--- config.mk ---
export PLATFORM = sky130hd
export DESIGN_NAME = bus_rr_sched
export DESIGN_NICKNAME = d
export VERILOG_FILES = /design/src/rtl/bus_sched_pkg.sv /design/src/rtl/bus_rr_sched_rr_pick.sv /design/src/rtl/bus_rr_sched.sv
export SDC_FILE = /design/constraint.sdc
export NUM_CORES = 1
export LEC_CHECK = 0
export BUFFER_PORTS_ARGS = -buffer_cell sky130_fd_sc_hd__buf_2
export CORE_MARGIN = 3
export CORE_UTILIZATION = 47
export CTS_BUF_LIST = sky130_fd_sc_hd__clkbuf_4
export CTS_CLUSTER_SIZE = 14
export DETAILED_ROUTE_END_ITERATION = 10
export PLACE_DENSITY_LB_ADDON = 0.3
export SYNTH_ARGS = -nofsm -noshare
export SYNTH_HDL_FRONTEND = slang
export SYNTH_SLANG_ARGS = --single-unit
--- constraint.sdc ---
create_clock -name clk -period 3.3 [get_ports clk]
set_clock_uncertainty 0.1 [all_clocks]
set_input_delay 0.33 -clock clk [delete_from_list [all_inputs] [get_ports clk]]
set_output_delay 0.33 -clock clk [all_outputs]
set_load 0.01 [all_outputs]
--- src/rtl/bus_sched_pkg.sv ---
// Shared types and helpers for the weighted round-robin bus scheduler.
// Holds the FSM encoding and the packet header decode.
package bus_sched_pkg;

    localparam int ID_W = 8;
    localparam logic [ID_W-1:0] BCAST_DEFAULT = 8'hFF;
    localparam int PKT_MAX = 64;

    typedef enum logic [1:0] {
        IDLE = 2'd0,
        POP  = 2'd1,
        PUSH = 2'd2
    } state_e;

    // Destination ID sits in the top byte of a pw-bit packet.
    function automatic logic [ID_W-1:0] dest_of(input logic [PKT_MAX-1:0] pkt, input int pw);
        return pkt[pw-1 -: ID_W];
    endfunction

endpackage

--- src/rtl/bus_rr_sched_rr_pick.sv ---
// Rotating-priority picker: first requester after `last`, with `last` itself
// considered at the very end of the scan.
module rr_pick #(
    parameter int N  = 4,
    parameter int LW = $clog2(N)
) (
    input  logic [N-1:0]  req,
    input  logic [LW-1:0] last,
    output logic [LW-1:0] gnt_id,
    output logic          any
);

    logic [LW-1:0] idx;

    always_comb begin
        idx    = '0;
        gnt_id = last;
        any    = 1'b0;
        for (int k = 1; k <= N; k++) begin
            idx = LW'((int'(last) + k) % N);
            if (!any && req[idx]) begin
                any    = 1'b1;
                gnt_id = idx;
            end
        end
    end

endmodule

--- src/rtl/bus_rr_sched.sv ---
// Weighted round-robin bus scheduler: pops one packet from the granted device
// FIFO and pushes it to the device(s) decoded from its header byte.
module bus_rr_sched
    import bus_sched_pkg::*;
#(
    parameter int             drvrs     = 4,
    parameter int             pckg_sz   = 16,
    parameter logic [ID_W-1:0] broadcast = BCAST_DEFAULT,
    parameter int             weight_w  = 4
) (
    input  logic                       clk,
    input  logic                       reset,
    input  logic [drvrs-1:0]           pndng,
    input  logic [drvrs*pckg_sz-1:0]   D_pop,
    output logic [drvrs-1:0]           pop,
    output logic [drvrs-1:0]           push,
    output logic [pckg_sz-1:0]         D_push,
    input  logic                       cfg_we,
    input  logic [$clog2(drvrs)-1:0]   cfg_id,
    input  logic [weight_w-1:0]        cfg_weight,
    output logic [$clog2(drvrs)-1:0]   gnt_id,
    output logic                       busy,
    output logic                       drop,
    output logic [15:0]                drop_cnt
);

    localparam int IW = $clog2(drvrs);

    state_e                              state_r, state_nxt;
    logic [IW-1:0]                       gnt_r, ptr_r, last_w, rr_gnt, sel_g, ptr_nxt;
    logic                                rr_any, sel_en, regrant;
    logic [weight_w-1:0]                 burst_r, burst_nxt, wsel;
    logic [drvrs-1:0][weight_w-1:0]      weight_r;
    logic [drvrs-1:0][pckg_sz-1:0]       slices;
    logic [pckg_sz-1:0]                  pkt_r;
    logic [ID_W-1:0]                     dst;

    assign slices = D_pop;

    // ptr_r is the highest-priority device; the picker wants the one before it.
    assign last_w = (ptr_r == '0) ? IW'(drvrs - 1) : ptr_r - 1'b1;

    rr_pick #(.N(drvrs)) u_pick (
        .req    (pndng),
        .last   (last_w),
        .gnt_id (rr_gnt),
        .any    (rr_any)
    );

    assign sel_en  = (state_r != POP) && rr_any;
    assign regrant = (burst_r != '0) && pndng[gnt_r];
    assign sel_g   = regrant ? gnt_r : rr_gnt;
    assign wsel    = weight_r[sel_g];
    assign ptr_nxt = (sel_g == IW'(drvrs - 1)) ? '0 : sel_g + 1'b1;

    // A zero weight behaves as one: the burst counter loads as zero either way.
    always_comb begin
        burst_nxt = '0;
        if (regrant)
            burst_nxt = burst_r - 1'b1;
        else if (wsel != '0)
            burst_nxt = wsel - 1'b1;
    end

    always_comb begin
        state_nxt = IDLE;
        case (state_r)
            IDLE:    state_nxt = sel_en ? POP : IDLE;
            POP:     state_nxt = PUSH;
            PUSH:    state_nxt = sel_en ? POP : IDLE;
            default: state_nxt = IDLE;
        endcase
    end

    always_ff @(posedge clk or posedge reset) begin
        if (reset) begin
            state_r  <= IDLE;
            gnt_r    <= '0;
            ptr_r    <= '0;
            burst_r  <= '0;
            pkt_r    <= '0;
            drop_cnt <= '0;
            for (int i = 0; i < drvrs; i++)
                weight_r[i] <= weight_w'(1);
        end else begin
            state_r <= state_nxt;
            if (sel_en) begin
                gnt_r   <= sel_g;
                ptr_r   <= ptr_nxt;
                burst_r <= burst_nxt;
            end
            if (state_r == POP)
                pkt_r <= slices[gnt_r];
            if (drop && drop_cnt != 16'hFFFF)
                drop_cnt <= drop_cnt + 16'd1;
            if (cfg_we && int'(cfg_id) < drvrs)
                weight_r[cfg_id] <= cfg_weight;
        end
    end

    assign dst    = dest_of(PKT_MAX'(pkt_r), pckg_sz);
    assign gnt_id = gnt_r;
    assign busy   = (state_r != IDLE);

    // Outputs decode straight from state so an async reset clears them at once.
    always_comb begin
        pop    = '0;
        push   = '0;
        D_push = '0;
        drop   = 1'b0;
        if (state_r == POP)
            pop[gnt_r] = 1'b1;
        if (state_r == PUSH) begin
            D_push = pkt_r;
            if (dst < ID_W'(drvrs)) begin
                for (int i = 0; i < drvrs; i++)
                    push[i] = (dst == ID_W'(i));
            end else if (dst == broadcast) begin
                push        = '1;
                push[gnt_r] = 1'b0;
            end else begin
                drop = 1'b1;
            end
        end
    end

endmodule

After elaboration in Yosys (flattened, before gate mapping)
Index checks and enable logic that the tools add are counted.
Storage, ports and cells
  output and inout bits: 44
  logic and storage cells: 99
  flip-flop bits (word level): 58
Operators by class
  magnitude comparators: 10
  bitwise operators: 1
  eq/ne operators: 9
  mux-type cells: 42
  add/subtract/negate cells: 9
  reduce and logical (&&, ||, !) cells: 18
Operators by type and width (count)
  binary-select mux 16 bit (select 2 bit): 1
  2-to-1 mux 16 bit: 2
  2-to-1 mux 4 bit: 8
  less-than comparator 2 x 3 -> 1 bit, second input constant: 7
  adder 16 x 1 -> 16 bit, second input constant: 1
  bitwise mux 16 bit: 1
  == test 8 x 2 -> 1 bit, second input constant: 2
  != test 16 bit, second input constant: 1
  2-to-1 mux 1 bit: 14
  2-to-1 mux 2 bit: 7
  binary-select mux 1 bit (select 2 bit): 5
  binary-select mux 4 bit (select 2 bit): 1
  demux 4 bit (select 2 bit): 1
  == test 8 x 1 -> 1 bit, second input constant: 1
  == test 8 bit, second input constant: 1
  logical AND 1 bit: 8
  zero test 8 bit: 1
  less-than comparator 8 x 3 -> 1 bit, second input constant: 1
  nonzero test 4 bit: 2
  subtractor 4 x 1 -> 4 bit, second input constant: 2
  adder 2 x 1 -> 2 bit, second input constant: 3
  adder 2 bit, second input constant: 2
  == test 2 bit, second input constant: 2
  >= comparator 2 x 1 -> 1 bit, second input constant: 2
  other kinds (10): 13

Longest topological paths before layout
  word-level depth: 21
  mapped depth: 13
  mapped depth without buffers: 10

Cells and area by module
A second synthesis with hierarchy kept.
Second synthesis, totals
  cells, all modules: 332
  area total of the unflattened synthesis: 3427.0 um2
By module, submodules not included
  bus_rr_sched: instances 1, area an instance 3344.5 um2, cells each 318, sequential area each 1456.4 um2
  rr_pick: instances 1, area an instance 82.6 um2, cells each 14, sequential area each 0.0 um2

Least setup slack after synthesis
No wires, ideal clock.
  kind: reg-to-reg
  start point: register ptr_r[0]
  end point: register burst_r[2]
  stages on the path, launching flop included: 13
  period minus slack after synthesis: 3281 ps
  setup time: 88 ps
  slack: 19 ps
  arrival time: 3093 ps
  cells stage by stage: dfrtp_1 buf_2 inv_1 ha_1 buf_2 a21boi_0 a32o_1 nand3_1 or4_4 nand3_4 mux2i_1 or4b_1 a41oi_1
Between the ends
  longest elaborated chain between the ends: 21
  elaborated cells on any way between the ends: 37
RTL lines
  from (decl): RTL line bus_rr_sched.sv:30  | logic [IW-1:0] gnt_r, ptr_r, last_w, rr_gnt, sel_g, ptr_nxt;
  from (signal assigned): RTL line bus_rr_sched.sv:89  | ptr_r <= ptr_nxt;
  subtractor 2 x 1 -> 2 bit / zero test 2 bit (equally long branches): RTL line bus_rr_sched.sv:41  | assign last_w = (ptr_r == '0) ? IW'(drvrs - 1) : ptr_r - 1'b1;
  2-to-1 mux 2 bit (*): RTL line bus_rr_sched.sv:41
  adder 2 x 1 -> 2 bit: RTL line bus_rr_sched_rr_pick.sv:20  | idx = LW'((int'(last) + k) % N);
  binary-select mux 1 bit (select 2 bit): RTL line bus_rr_sched_rr_pick.sv:21  | if (!any && req[idx]) begin
  2-to-1 mux 1 bit (implied by the code): RTL line bus_rr_sched_rr_pick.sv:21
  2-to-1 mux 1 bit: RTL line bus_rr_sched_rr_pick.sv:21
  zero test 1 bit: RTL line bus_rr_sched_rr_pick.sv:21
  logical AND 1 bit: RTL line bus_rr_sched_rr_pick.sv:21
  (+5 left out)
  logical AND 1 bit: RTL line bus_rr_sched_rr_pick.sv:21
  2-to-1 mux 2 bit: RTL line bus_rr_sched_rr_pick.sv:21
  2-to-1 mux 2 bit: RTL line bus_rr_sched.sv:52  | assign sel_g = regrant ? gnt_r : rr_gnt;
  binary-select mux 4 bit (select 2 bit): RTL line bus_rr_sched.sv:53  | assign wsel = weight_r[sel_g];
  2-to-1 mux 4 bit (implied by the code): RTL line bus_rr_sched.sv:53
  subtractor 4 x 1 -> 4 bit / nonzero test 4 bit (equally long branches): RTL line bus_rr_sched.sv:62, bus_rr_sched.sv:61
  2-to-1 mux 4 bit: RTL line bus_rr_sched.sv:61  | else if (wsel != '0)
  2-to-1 mux 4 bit: RTL line bus_rr_sched.sv:59  | if (regrant)
  to (signal assigned): RTL line bus_rr_sched.sv:90  | burst_r <= burst_nxt;
  to (decl): RTL line bus_rr_sched.sv:32  | logic [weight_w-1:0] burst_r, burst_nxt, wsel;
Mark *: on every way between the ends. The rest lies on a longest branch, timed or not. The select of a mux whose other input is x is not followed.
A chain may end at the register's enable or synchronous reset.

Worst setup path in the final report
Ends and elaborated chain as after synthesis.

==> impl_metrics.yaml <==
status:
  status: "finished, final reports clean"
cts:
  cts_buffers: 9
  worstSkewPairLatency_ns: 0.39
  cts_sinks: 58
  htree_num_levels: 3
  clkSlewWorstSetupHoldPaths_ns: 0.10
  cts-root-buf: "clkbuf_4"
  cts_tree: "yes"
  clockBufferDepth: 2
yosys:
  synth_top_area_cell: "dfrtp_1"
  netlist_instances: 314
  synth_top_area_share_pct: 37.9
  async_flop_share_pct: 100
  syn_nets: 396
  yosys-top-cells-area: "dfrtp_1 38%, mux2_2 12%, mux4_2 11%"
  synth_warnings: 0
  ys_seq_area_share_pct: 40.8
  netlist_area_um2: 3570
  synth-main-ff-cell: "dfrtp_1"
  synth.top_cells.by_count: "54 x dfrtp_1, 37 x mux2_2, 19 x nor2_1, 17 x mux4_2, 16 x and2_1"
  synth_seq_cells: 58
  synth_cell_types: 49
  avgSynthCellArea_um2: 11.4
  synth-edff-count: 0
  synth_most_common_cell: "dfrtp_1"
sta:
  worstMarginPinSlew_ns: 0.822
  finalCritPeriodShare_pct: 95.8
  hold_viol: 0
  finalSetupViolations: 0
  fin_hold_ws_ns: 0.112
  fmax_ghz: 0.316
  slew_headroom_pct: 45.1
  fin_tns_setup_ns: 0
  min_period_ns: 3.16
  rsz0062_at_grt: "false"
  finalMaxSlewViolations: 0
floorplan:
  die_height_um: 93.1
  dieWidth_um: 93.1
  pin_count: 121
  num_rows: 31
  initial_utilization_pct: 48.9
  dieArea_um2: 8670
  placeableCoreArea_um2: 7290
cells_and_area:
  fin_cells: 550
  drive_gt1_share_pct: 47.7
  nNetsFinal: 528
  syn_to_final_growth_pct: 26.8
  antenna_cells: 0
place:
  portBuffers: 120
  post-place-cells: 528
  routabilityCongestion: 0.930
  dp_hpwl_um: 6470
routing:
  drt-total-wl_um: 8510
  viasPerCell: 5.38
  wl_met3_um: 534
  drc_errors: 0
  drtAntennaViolNets: 0
  wl_met2_um: 4210
  vias: 2959
  wl_per_cell_um: 15.5
  drt_first_iter_violations: 95
  firstDrtPassIters: 6
  wl_met1_um: 3650
  top_layer_used: "met4"
global_routing:
  grt_max_degree: 29
  grt_pass1_vias: 2978
  grtUsageTotal_pct: 19.9
  grt_pass1_wl_um: 13700
  grt-ovfl-total: 0
  antenna_found_initial: 0
setup_path:
  cp.arrival_ns: 3.38
  critPathTopFamily: "simple AND/OR/NAND/NOR gates"
  worstPathCellList: "buf_4 -> ha_1 -> o21ai_1 -> a32o_1 -> nand3_1 -> or4_4 -> nand3_4 -> mux2i_4 -> or4b_1 -> a41oi_1"
  crit_buf_inv: 1
  slowest_stage: "or4_4"
  end_kind: "register"
  max_stage_delay_ns: 0.57
  critical_path_class: "register to register"
  crit_fanout: 11
  critPathLaunchType: "register"
  critPathRequiredTime_ns: 3.52
run:
  drv_cap: 0
power_and_ir_drop:
  leakagePower_nw: 2.15
  total_power_mw: 4.36
  ir_worst_vdd_mv: 0.405
  pwr_density_cell_nw_per_um2: 965
min_path:
  hold_path_class: "primary input to register"
## worst paths after layout
| kind | end | cells after the start | startpoint | slack (ns) |
|---|---|---|---|---|
| setup / recovery | burst_r[2]$_DFFE_PP0P_ | 10 | ptr_r[0]$_DFFE_PP0P_ | 0.14 |
| hold / removal | weight_r[6]$_DFFE_PP0P_ | 2 | cfg_weight[2] | 0.11 |
| setup reg to reg | burst_r[2]$_DFFE_PP0P_ | 10 | ptr_r[0]$_DFFE_PP0P_ | 0.14 |
| hold reg to reg | state_r[0]$_DFF_PP0_ | 1 | state_r[0]$_DFF_PP0_ | 0.39 |
| max in group asynchronous | weight_r[0]$_DFFE_PP1P_ | 4 | reset | 1.97 |
| min in group asynchronous | weight_r[6]$_DFFE_PP0P_ | 3 | reset | 0.44 |
## per-layer routing
metal,up-vias,GRT usage [%]
met5,-,0
met4,0,6.59
met3,13,3.94
met2,89,33.2
met1,1430,25.9
li1,1427,-
## cells by family (layout without fill, tap and decap cells)
logic type | Yosys count | after routing | synth area share [%]
AOI/OAI and AO/OA | 41 | 41 | 7.44
xor gates and xnor gates | 18 | 18 | 4.42
adders and majority gates | 5 | 5 | 1.75
buffers and inverters | 25 | 162 | 3.02
DFF | 58 | 58 | 40.8
muxes | 69 | 69 | 27.1
and+or+nand+nor | 98 | 98 | 15.4
## layout make-up
type                            count  area [um2]
Clock inverter                      6        81.3
Fill cell                         649        2770
Timing Repair Buffer              135         716
Inverter                           11        41.3
Clock buffer                       10        75.1
Sequential cell                    58        1460
Multi-Input combinational cell    231        2030
Tap cell                           99         124
## report_power, final
part	switching [mW]	internal [mW]	total [mW]	leakage (nW)
registers	0.187	0.969	1.16	0.704
clock network	0.270	0.311	0.581	0.0854
logic	1.30	1.33	2.63	1.36
total	1.75	2.61	4.36	2.15
## metrics by stage
step / util, % / area [um2] / setup WS, ns
after floorplan: - / 3570 / 0.0189
after global placement: 58.9 / 4290 / 0.163
after detailed placement: 58.9 / 4290 / -0.00931
after CTS: 61.2 / 4460 / 0.0284
after global routing: 62.0 / 4520 / 0.0121
final: 62.0 / 4520 / 0.138
## worst register-to-register path: cells and delay by family (launching register included)
kind | cells | cell delay (ns)
simple gates | 4 | 1.32
fa+ha+maj | 1 | 0.26
compound gates | 3 | 0.53
mux | 1 | 0.30
flops | 1 | 0.39
buf+inv | 1 | 0.18
## sequential cells by signal, indices dropped and copies added, names as in the netlist
register  cells
burst_r       4
drop_cnt     16
gnt_id        2
pkt_r        16
ptr_r         2
state_r       2
weight_r     16
## cells in the final DEF, fill, tap and decap left out, types with 9 or more instances in the layout
cell	instances
mux4_2	17
a21oi_1	11
mux2i_1	13
nand2_1	12
buf_4	14
clkbuf_4	10
dfrtp_1	54
nor2_1	19
inv_1	10
xnor2_1	9
mux2_2	37
xor2_1	9
and2_1	16
nand3_1	10
buf_2	120
## repair_timing
| action | 4_1_cts | 5_1_grt |
|---|---|---|
| endpoints found under the hold margin | 24 | 0 |
| gates resized for setup | 1 | 8 |
| setup endpoints to repair | 1 | 2 |
| setup buffers | 0 | 5 |
| hold buffers | 1 | 0 |
(Power assumes the default switching activity.)
